<file path="src/rtl/reg_scan_disp.sv">
// reg_scan_disp: walks the CPU debug register port and shows the selected
// 32-bit register as 8 hex digits on a time-multiplexed, active-low
// seven-segment display. It can hold a switch-selected register or
// auto-step through registers 0..31.
module reg_scan_disp #(
    parameter int CLK_DIV = 50000,
    parameter int HOLD    = 64
) (
    input  logic        clk,
    input  logic        rst,
    input  logic        auto,
    input  logic [4:0]  sel_sw,
    input  logic [31:0] reg_data,
    output logic [4:0]  reg_sel,
    output logic [7:0]  an,
    output logic [7:0]  seg
);

    localparam int DIV_W = $clog2(CLK_DIV);
    localparam int FRM_W = (HOLD > 1) ? $clog2(HOLD) : 1;

    localparam logic [DIV_W-1:0] DIV_LAST  = DIV_W'(CLK_DIV - 1);
    localparam logic [FRM_W-1:0] HOLD_LAST = FRM_W'(HOLD - 1);

    // Hex nibble to active-low segment pattern {dp,g,f,e,d,c,b,a}, dp off.
    function automatic logic [7:0] hex_to_seg(input logic [3:0] nib);
        logic [7:0] pat;
        case (nib)
            4'h0:    pat = 8'hC0;
            4'h1:    pat = 8'hF9;
            4'h2:    pat = 8'hA4;
            4'h3:    pat = 8'hB0;
            4'h4:    pat = 8'h99;
            4'h5:    pat = 8'h92;
            4'h6:    pat = 8'h82;
            4'h7:    pat = 8'hF8;
            4'h8:    pat = 8'h80;
            4'h9:    pat = 8'h90;
            4'hA:    pat = 8'h88;
            4'hB:    pat = 8'h83;
            4'hC:    pat = 8'hC6;
            4'hD:    pat = 8'hA1;
            4'hE:    pat = 8'h86;
            4'hF:    pat = 8'h8E;
            default: pat = 8'hFF;
        endcase
        return pat;
    endfunction

    logic [DIV_W-1:0] div_cnt_q,   div_cnt_d;
    logic [2:0]       digit_q,     digit_d;
    logic [FRM_W-1:0] frame_cnt_q, frame_cnt_d;
    logic [4:0]       reg_sel_q,   reg_sel_d;
    logic [31:0]      shadow_q,    shadow_d;

    logic tick_s;
    logic frame_end_s;
    logic frame_start_s;

    // Next-state logic: slot divider, digit scan, register selection, snapshot.
    always_comb begin
        tick_s        = (div_cnt_q == DIV_LAST);
        frame_end_s   = tick_s && (digit_q == 3'd7);
        frame_start_s = (digit_q == 3'd0) && (div_cnt_q == '0);

        if (tick_s) begin
            div_cnt_d = '0;
            digit_d   = digit_q + 3'd1;
        end else begin
            div_cnt_d = div_cnt_q + DIV_W'(1);
            digit_d   = digit_q;
        end

        frame_cnt_d = frame_cnt_q;
        reg_sel_d   = reg_sel_q;
        if (auto) begin
            // Scanning resumes from the current reg_sel; frame_cnt is already
            // 0 when coming out of manual mode.
            if (frame_end_s) begin
                if (frame_cnt_q == HOLD_LAST) begin
                    frame_cnt_d = '0;
                    reg_sel_d   = reg_sel_q + 5'd1;
                end else begin
                    frame_cnt_d = frame_cnt_q + FRM_W'(1);
                end
            end else begin
                frame_cnt_d = frame_cnt_q;
            end
        end else begin
            frame_cnt_d = '0;
            reg_sel_d   = sel_sw;
        end

        // reg_sel last changed at the previous frame_end, so reg_data has
        // settled to the current register by the first cycle of the frame.
        if (frame_start_s) begin
            shadow_d = reg_data;
        end else begin
            shadow_d = shadow_q;
        end
    end

    // State registers with synchronous reset that discards all progress.
    always_ff @(posedge clk) begin
        if (rst) begin
            div_cnt_q   <= '0;
            digit_q     <= 3'd0;
            frame_cnt_q <= '0;
            reg_sel_q   <= 5'd0;
            shadow_q    <= 32'd0;
        end else begin
            div_cnt_q   <= div_cnt_d;
            digit_q     <= digit_d;
            frame_cnt_q <= frame_cnt_d;
            reg_sel_q   <= reg_sel_d;
            shadow_q    <= shadow_d;
        end
    end

    // Display decode from registered state only; digit 0 is the rightmost
    // digit and carries the least significant nibble.
    always_comb begin
        an  = ~(8'h01 << digit_q);
        seg = hex_to_seg(shadow_q[{digit_q, 2'b00} +: 4]);
    end

    assign reg_sel = reg_sel_q;

endmodule

</file>
<file path="config.mk">
export PLATFORM = sky130hd
export DESIGN_NAME = reg_scan_disp
export DESIGN_NICKNAME = d
export VERILOG_FILES = /design/src/rtl/reg_scan_disp.sv
export SDC_FILE = /design/constraint.sdc
export NUM_CORES = 1
export LEC_CHECK = 0
export CORE_ASPECT_RATIO = 1.25
export CORE_MARGIN = 8
export CORE_UTILIZATION = 60
export DETAILED_ROUTE_END_ITERATION = 12
export DONT_BUFFER_PORTS = 1
export PLACE_DENSITY_LB_ADDON = 0.2
export SETUP_SLACK_MARGIN = 0.5
export SYNTH_ARGS = -nofsm -noshare
export SYNTH_HDL_FRONTEND = slang
export SYNTH_SLANG_ARGS = --single-unit
</file>
<file path="constraint.sdc">
create_clock -name clk -period 8 [get_ports clk]
set_clock_uncertainty 0.1 [all_clocks]
set_input_delay 2 -clock clk [delete_from_list [all_inputs] [get_ports clk]]
set_output_delay 2 -clock clk [all_outputs]
set_load 0.05 [all_outputs]
</file>
==> run metrics, run 1 <==
initial antenna violation count=0; Top FF cell, synth=dfxtp_1; net switching power=206 µW; chip width=82.0 µm; DRC viols=0; # hold bufs at CTS=0; Yosys reg bits=62; Pre-antenna DRT Iters=4; CP Launch Type=flop; core footprint=5330 µm²; switching part of the total power=0.275; leakage=1.31 nW; Slew @ Worst Pin=1.05 ns; r2r setup slk=5.42 ns; clock net sink count=62; Hold WC Path Type=reg -> reg; critical path, cell by cell=mux4_2, mux2i_1, ha_1, nor2_1, a211oi_1, a21oi_1; ant diodes=0; minimum clock period=5.53 ns; pin count of the biggest net entering global routing=45; Post-Place Cells=427; Critical Path AT=3.43 ns; Req. time, crit path=5.90 ns; Pint=542 µW; Area growth syn-to-layout=5.45%; routed len/inst=16.2 µm; Comb power frac=0.135; Cell Area, Synth=3260 µm²; Ys Warns=0; H-tree Lvls=3; post-CTS resize count=0; Root Driver=clkbuf_8; EDFF count, synth=0; first-pass GRT wire length=11600 µm; maximum clock frequency=181 MHz; share of cells above drive strength 1=0.150; Tot Pwr=748 µW; I/O pin count=61; Syn Nets=438; Final period util=0.692; Longest Clk Path Bufs=2; Yosys cell types=46; asr flop ratio synth=0; Seq pwr share=0.465; detailed placer's ending HPWL=5280 µm; aggregate global-route resource usage=0.186; nets=429; count of final hold-check violations=0; Via Count=2541; cts bufs inserted=9; DIE HEIGHT=98.4 µm; DRT Wirelength=7170 µm; critical path type=reg -> out; crit path max fanout=12; DR iter-0 viols=151; global route total overflow=0; I/O Buffers=0; Slew HR=0.301; status=complete, no violations; pwr dens=218 nW/µm²; max_cap viols=0; Synth Instances=383; CP max stage delay=0.84 ns; ANT nets after route=0; Final Setup Violations=0; Initial Utilization=0.612; CTS clock-pin slew for the worst setup and hold paths=0.06 ns; die area=8070 µm²; Post-CTS Setup Inserts=0; Max rail drop VDD=0.000173 V; Clk pwr share=0.400; Mean Syn Cell Area=8.52 µm²; final setup TNS=0 ns; Layout Cells excl Fill=443; TritonCTS clock tree=done; unrepaired setup endpoints after global routing=false; Final Max Slew Viols=0; critical path capture point type=output pin; Placer Congestion=0.901; site row count=30; vias in the first global route=2420; sequential area share after synthesis=0.381; Worst path slowest cell=a21oi_1; Avg Vias per Cell=5.74; clock latency on the worst-skew pair=0.35 ns
cells by family after synthesis:
family / after synthesis / synth area share
adder cells (fa/ha/maj): 15 / 0.0575
AND/OR/NAND/NOR: 177 / 0.261
AO/OA/AOI/OAI: 57 / 0.112
flip-flops: 62 / 0.381
XOR/XNOR: 16 / 0.0430
other: 1 / 0.00115
multiplexers: 18 / 0.0863
buffers and inverters: 37 / 0.0583
cells in the final DEF, fill, tap and decap left out, drive strengths merged, types with 2 or more instances in the layout:
cell type	count
nand2	91
dfxtp	62
a21oi	38
nor2	36
inv	16
ha	15
nand3	12
clkbuf	12
mux2i	9
xnor2	9
mux4	8
nand4	8
xor2	7
or4	6
o21ai	6
nor3	5
nor4	5
or3	3
nand2b	3
or2	3
a22o	2
o211a	2
a311oi	2
clkinv	2
bufinv	2
and2	2
cell type report:
type                    count  area, µm²
flip-flops and latches     62       1240
clock buffers              12        145
well taps                  64       80.1
repair buffers              1       7.51
fillers                   480       1890
inverters                  16       60.1
multi-input cells         284       1840
clock inverters             4       70.1
stage by stage:
stage | setup WS (ns) | hold WS, ns | area, µm² | utilization
after CTS | 2.43 | 0.349 | 3440 | 0.645
final | 2.47 | 0.352 | 3440 | 0.645
after global routing | 2.24 | 0.364 | 3440 | 0.645
after floorplan | 2.79 | 0.329 | 3260 | -
after detailed placement | 2.81 | 0.340 | 3220 | 0.605
after global placement | 2.89 | 0.333 | 3220 | 0.605
synth_stat cells (2+ instances only):
master    instances  area (µm²)
clkbuf_1          7        26.3
nor4_1            3        18.8
inv_1            15        56.3
nand2_2          13        81.3
nand4_1           8        50.1
or3_1             3        18.8
xor2_1            7        61.3
or4_1             4        30.0
buf_2             8        40.0
a21oi_1          28         140
ha_1             15         188
nor4_4            2        42.5
dfxtp_1          62        1240
buf_6             5        56.3
o211a_1           2        20.0
a311oi_1          2        17.5
a21oi_2          10        87.6
or2_2             2        12.5
o21ai_0           6        30.0
nand2_1          78         293
xnor2_1           9        78.8
a22o_1            2        17.5
or4_4             2        22.5
nand2b_1          3        18.8
mux4_2            8         180
nand3_1          12        60.1
nor2_1           36         135
nor3_1            5        25.0
mux2i_1           9        90.1
sequential cells by signal, indices dropped and copies added (netlist names):
| signal | cells |
|---|---|
| reg_sel | 5 |
| shadow_q | 32 |
| div_cnt_q | 16 |
| frame_cnt_q | 6 |
| digit_q | 3 |
worst max-delay path, delay by kind of cell (launching register included):
kind,cells,cell delay (ns)
adders and majority gates,1,0.35
muxes,2,1.03
AOI/OAI and AO/OA,2,0.90
DFF,1,0.70
and+or+nand+nor,1,0.11
layer usage:
metal,track usage,up-vias,share of wire
li1,-,1280,-
met1,0.213,1177,0.40
met2,0.297,67,0.50
met3,0.0483,17,0.069
met4,0.110,0,0.031
met5,0,-,0
worst paths after layout:
kind                    start          end  depth (start not counted)
hold reg to reg   shadow_q[8]  shadow_q[8]                          2
setup / recovery   digit_q[0]       seg[3]                          6
setup reg to reg   digit_q[0]   reg_sel[4]                          7
hold / removal    shadow_q[8]  shadow_q[8]                          2
power groups by stage:
stage	clock network, mW	registers, mW	logic (mW)
6_report	0.300	0.348	0.101
4_1_cts	0.307	0.347	0.102
3_5_place_dp	0	0.354	0.101
2_1_floorplan	0	0.348	0.0983
3_3_place_gp	0	0.354	0.0990
5_1_grt	0.318	0.349	0.111
(Power assumes the default switching activity.)
==> run 2: changes to the inputs <==
--- a/config.mk
+++ b/config.mk
@@ -7,7 +7,7 @@
 export LEC_CHECK = 0
 export CORE_ASPECT_RATIO = 1.25
 export CORE_MARGIN = 8
-export CORE_UTILIZATION = 60
+export CORE_UTILIZATION = 57
 export DETAILED_ROUTE_END_ITERATION = 12
 export DONT_BUFFER_PORTS = 1
 export PLACE_DENSITY_LB_ADDON = 0.2
==> constraint.sdc (replaced) <==
create_clock -name clk -period 4.8 [get_ports clk]
set_clock_uncertainty 0.1 [all_clocks]
set_input_delay 1.2 -clock clk [delete_from_list [all_inputs] [get_ports clk]]
set_output_delay 1.2 -clock clk [all_outputs]
set_load 0.05 [all_outputs]
==> run 2 against run 1 <==
  * Sequential power increased by 66%
  * Die area increased by 4.3%
  * Setup slack got worse by 1.7 ns
  * Total power increased by 79%
  * Final cell count increased by 2.0%
  * Highest routed layer unchanged
==> run metrics, run 2 (same netlist as run 1, synthesis figures left out) <==
CP Launch Type=flop; top flop regs=shadow_q x32, div_cnt_q x16, frame_cnt_q x6; Finished Cell Area=3540 µm² (+3.0%); pwr dens=378 nW/µm² (+74%); Longest Clk Path Bufs=2 (unchanged); initial antenna violation count=0 (unchanged); Tot Pwr=1.34 mW (+79%); chip width=83.7 µm (+2.1%); critical path type=reg -> out; global route total overflow=0 (unchanged); DIE HEIGHT=101 µm (+2.2%); switching part of the total power=0.266 (-0.00908); Hold WC Path Type=reg -> reg; vias in the first global route=2563 (+5.9%); Area growth syn-to-layout=8.59%; Via Count=2555 (+0.55%); status=complete, no violations; DRC viols=0 (unchanged); Worst path slowest cell=mux4_2; minimum clock period=4.05 ns; commonest cells after routing, fill and taps aside=78 x nand2_1, 61 x dfxtp_1, 36 x nor2_1, 28 x a21oi_1; critical path capture point type=output pin; final setup TNS=0 ns (unchanged); net switching power=356 µW (+73%); Seq pwr share=0.431 (-0.034); DR iter-0 viols=182 (+21%); H-tree Lvls=3 (unchanged); unrepaired setup endpoints after global routing=false; Final Max Slew Viols=0 (unchanged); Slew @ Worst Pin=0.615 ns (-0.438 ns); Final Setup Violations=0 (unchanged); DRT Wirelength=7230 µm (+0.82%); clock net sink count=62 (unchanged); die area=8410 µm² (+4.3%); Placer Congestion=0.831 (-7.7%); leakage=1.35 nW (+3.2%); Root Driver=clkbuf_8; # hold bufs at CTS=0 (unchanged); worst hold margin=0.347 ns (-0.00507 ns); max FFs per register=32 (unchanged); Avg Vias per Cell=5.65 (-1.5%); critical path, cell by cell=buf_4, mux4_2, mux2i_2, inv_1, ha_1, a22oi_1, o31ai_2, buf_4; I/O pin count=61 (unchanged); Max rail drop VDD=0.000245 V (+41%); first-pass GRT wire length=12300 µm (+6.0%); DP Area=3280 µm² (+1.7%); ant diodes=0 (unchanged); maximum clock frequency=247 MHz; Initial Utilization=0.576 (-0.0360); most common cell after layout, fill and taps aside=nand2_1; CP max stage delay=0.56 ns (-0.28 ns); max_cap viols=0 (unchanged); share of cells above drive strength 1=0.179 (+0.0284); Comb power frac=0.136 (about the same); Clk pwr share=0.433 (+0.033); nets=436 (+1.6%); CTS clock-pin slew for the worst setup and hold paths=0.07 ns (about the same); Req. time, crit path=3.50 ns (-2.40 ns); Pint=982 µW (+81%); pin count of the biggest net entering global routing=45 (unchanged); TritonCTS clock tree=done; crit path max fanout=10 (-2); site row count=31 (+3.3%); cts bufs inserted=9 (unchanged); Layout Utilization=0.625 (-0.0198); count of final hold-check violations=0 (unchanged); Slew HR=0.590 (+0.289); clock latency on the worst-skew pair=0.34 ns (about the same); detailed placer's ending HPWL=5310 µm (+0.64%); Critical Path AT=2.75 ns (-0.68 ns); core footprint=5660 µm² (+6.2%); routed len/inst=16.0 µm (-1.2%); aggregate global-route resource usage=0.180 (-0.00506); Final period util=0.844; Pre-antenna DRT Iters=4 (unchanged); most flop-heavy register=shadow_q; I/O Buffers=0 (unchanged); ANT nets after route=0 (unchanged); CP most frequent cell=buf_4
[run 2: cell count changes in the layout (fill, tap and decap cells not counted)]
| cell | change |
|---|---|
| a22o_1 | -1 |
| a22o_2 | +1 |
| buf_4 | +7 |
| bufinv_16 | +1 |
| clkbuf_1 | -2 |
| clkbuf_8 | +1 |
| clkinv_2 | -2 |
| clkinvlp_4 | +2 |
| dfxtp_1 | -1 |
| dfxtp_2 | +1 |
| mux2i_1 | -1 |
| mux2i_2 | +1 |
[run 2: worst paths after layout]
check | start | to | slack [ns] | cells after the start
max reg2reg | digit_q[0] | shadow_q[23] | 2.23 | 7
min reg2reg | shadow_q[0] | shadow_q[0] | 0.35 | 2
min | shadow_q[0] | shadow_q[0] | 0.35 | 2
max | digit_q[0] | seg[0] | 0.75 | 8
[run 2: cell type report]
cell class,count,area [µm²]
timing repair buffer,8,60.1
clock buffer,11,151
inverter,16,60.1
clock inverter,5,105
fill,498,2120
sequential,62,1240
tap,66,82.6
multi-input combinational,284,1840
[run 2: repair_timing]
action	4_1_cts	5_1_grt
gates resized for setup	1	2
buffers inserted	0	0
setup endpoints to repair	1	6
[run 2: routing by layer]
| layer | routed length, µm | share of wire | track usage | vias up |
|---|---|---|---|---|
| met3 | 488 | 0.067 | 0.0769 | 11 |
| met5 | 0 | 0 | 0 | - |
| met2 | 3660 | 0.51 | 0.304 | 68 |
| met1 | 2940 | 0.41 | 0.195 | 1184 |
| li1 | - | - | - | 1292 |
| met4 | 140 | 0.019 | 0.0719 | 0 |
[run 2: per-stage QoR]
stage | instances | worst slack (ns)
6_report | 452 | 0.750
3_3_place_gp | 436 | 0.943
3_5_place_dp | 436 | 0.871
5_1_grt | 452 | 0.549
4_1_cts | 452 | 0.569
2_1_floorplan | 383 | 0.662
[run 2: worst max-delay path, delay by kind of cell, from the launching register on]
kind                     cells  cell delay, ns
flip-flops                   1            0.40
AO/OA/AOI/OAI                2            0.31
adder cells (fa/ha/maj)      1            0.26
multiplexers                 2            0.91
buffers and inverters        3            0.55
[run 2: power groups by stage]
stage	clock [mW]	sequential, mW	combinational, mW
after global routing	0.620	0.580	0.201
after CTS	0.591	0.577	0.183
after global placement	0	0.587	0.177
after detailed placement	0	0.588	0.182
after floorplan	0	0.580	0.165
final	0.579	0.577	0.182
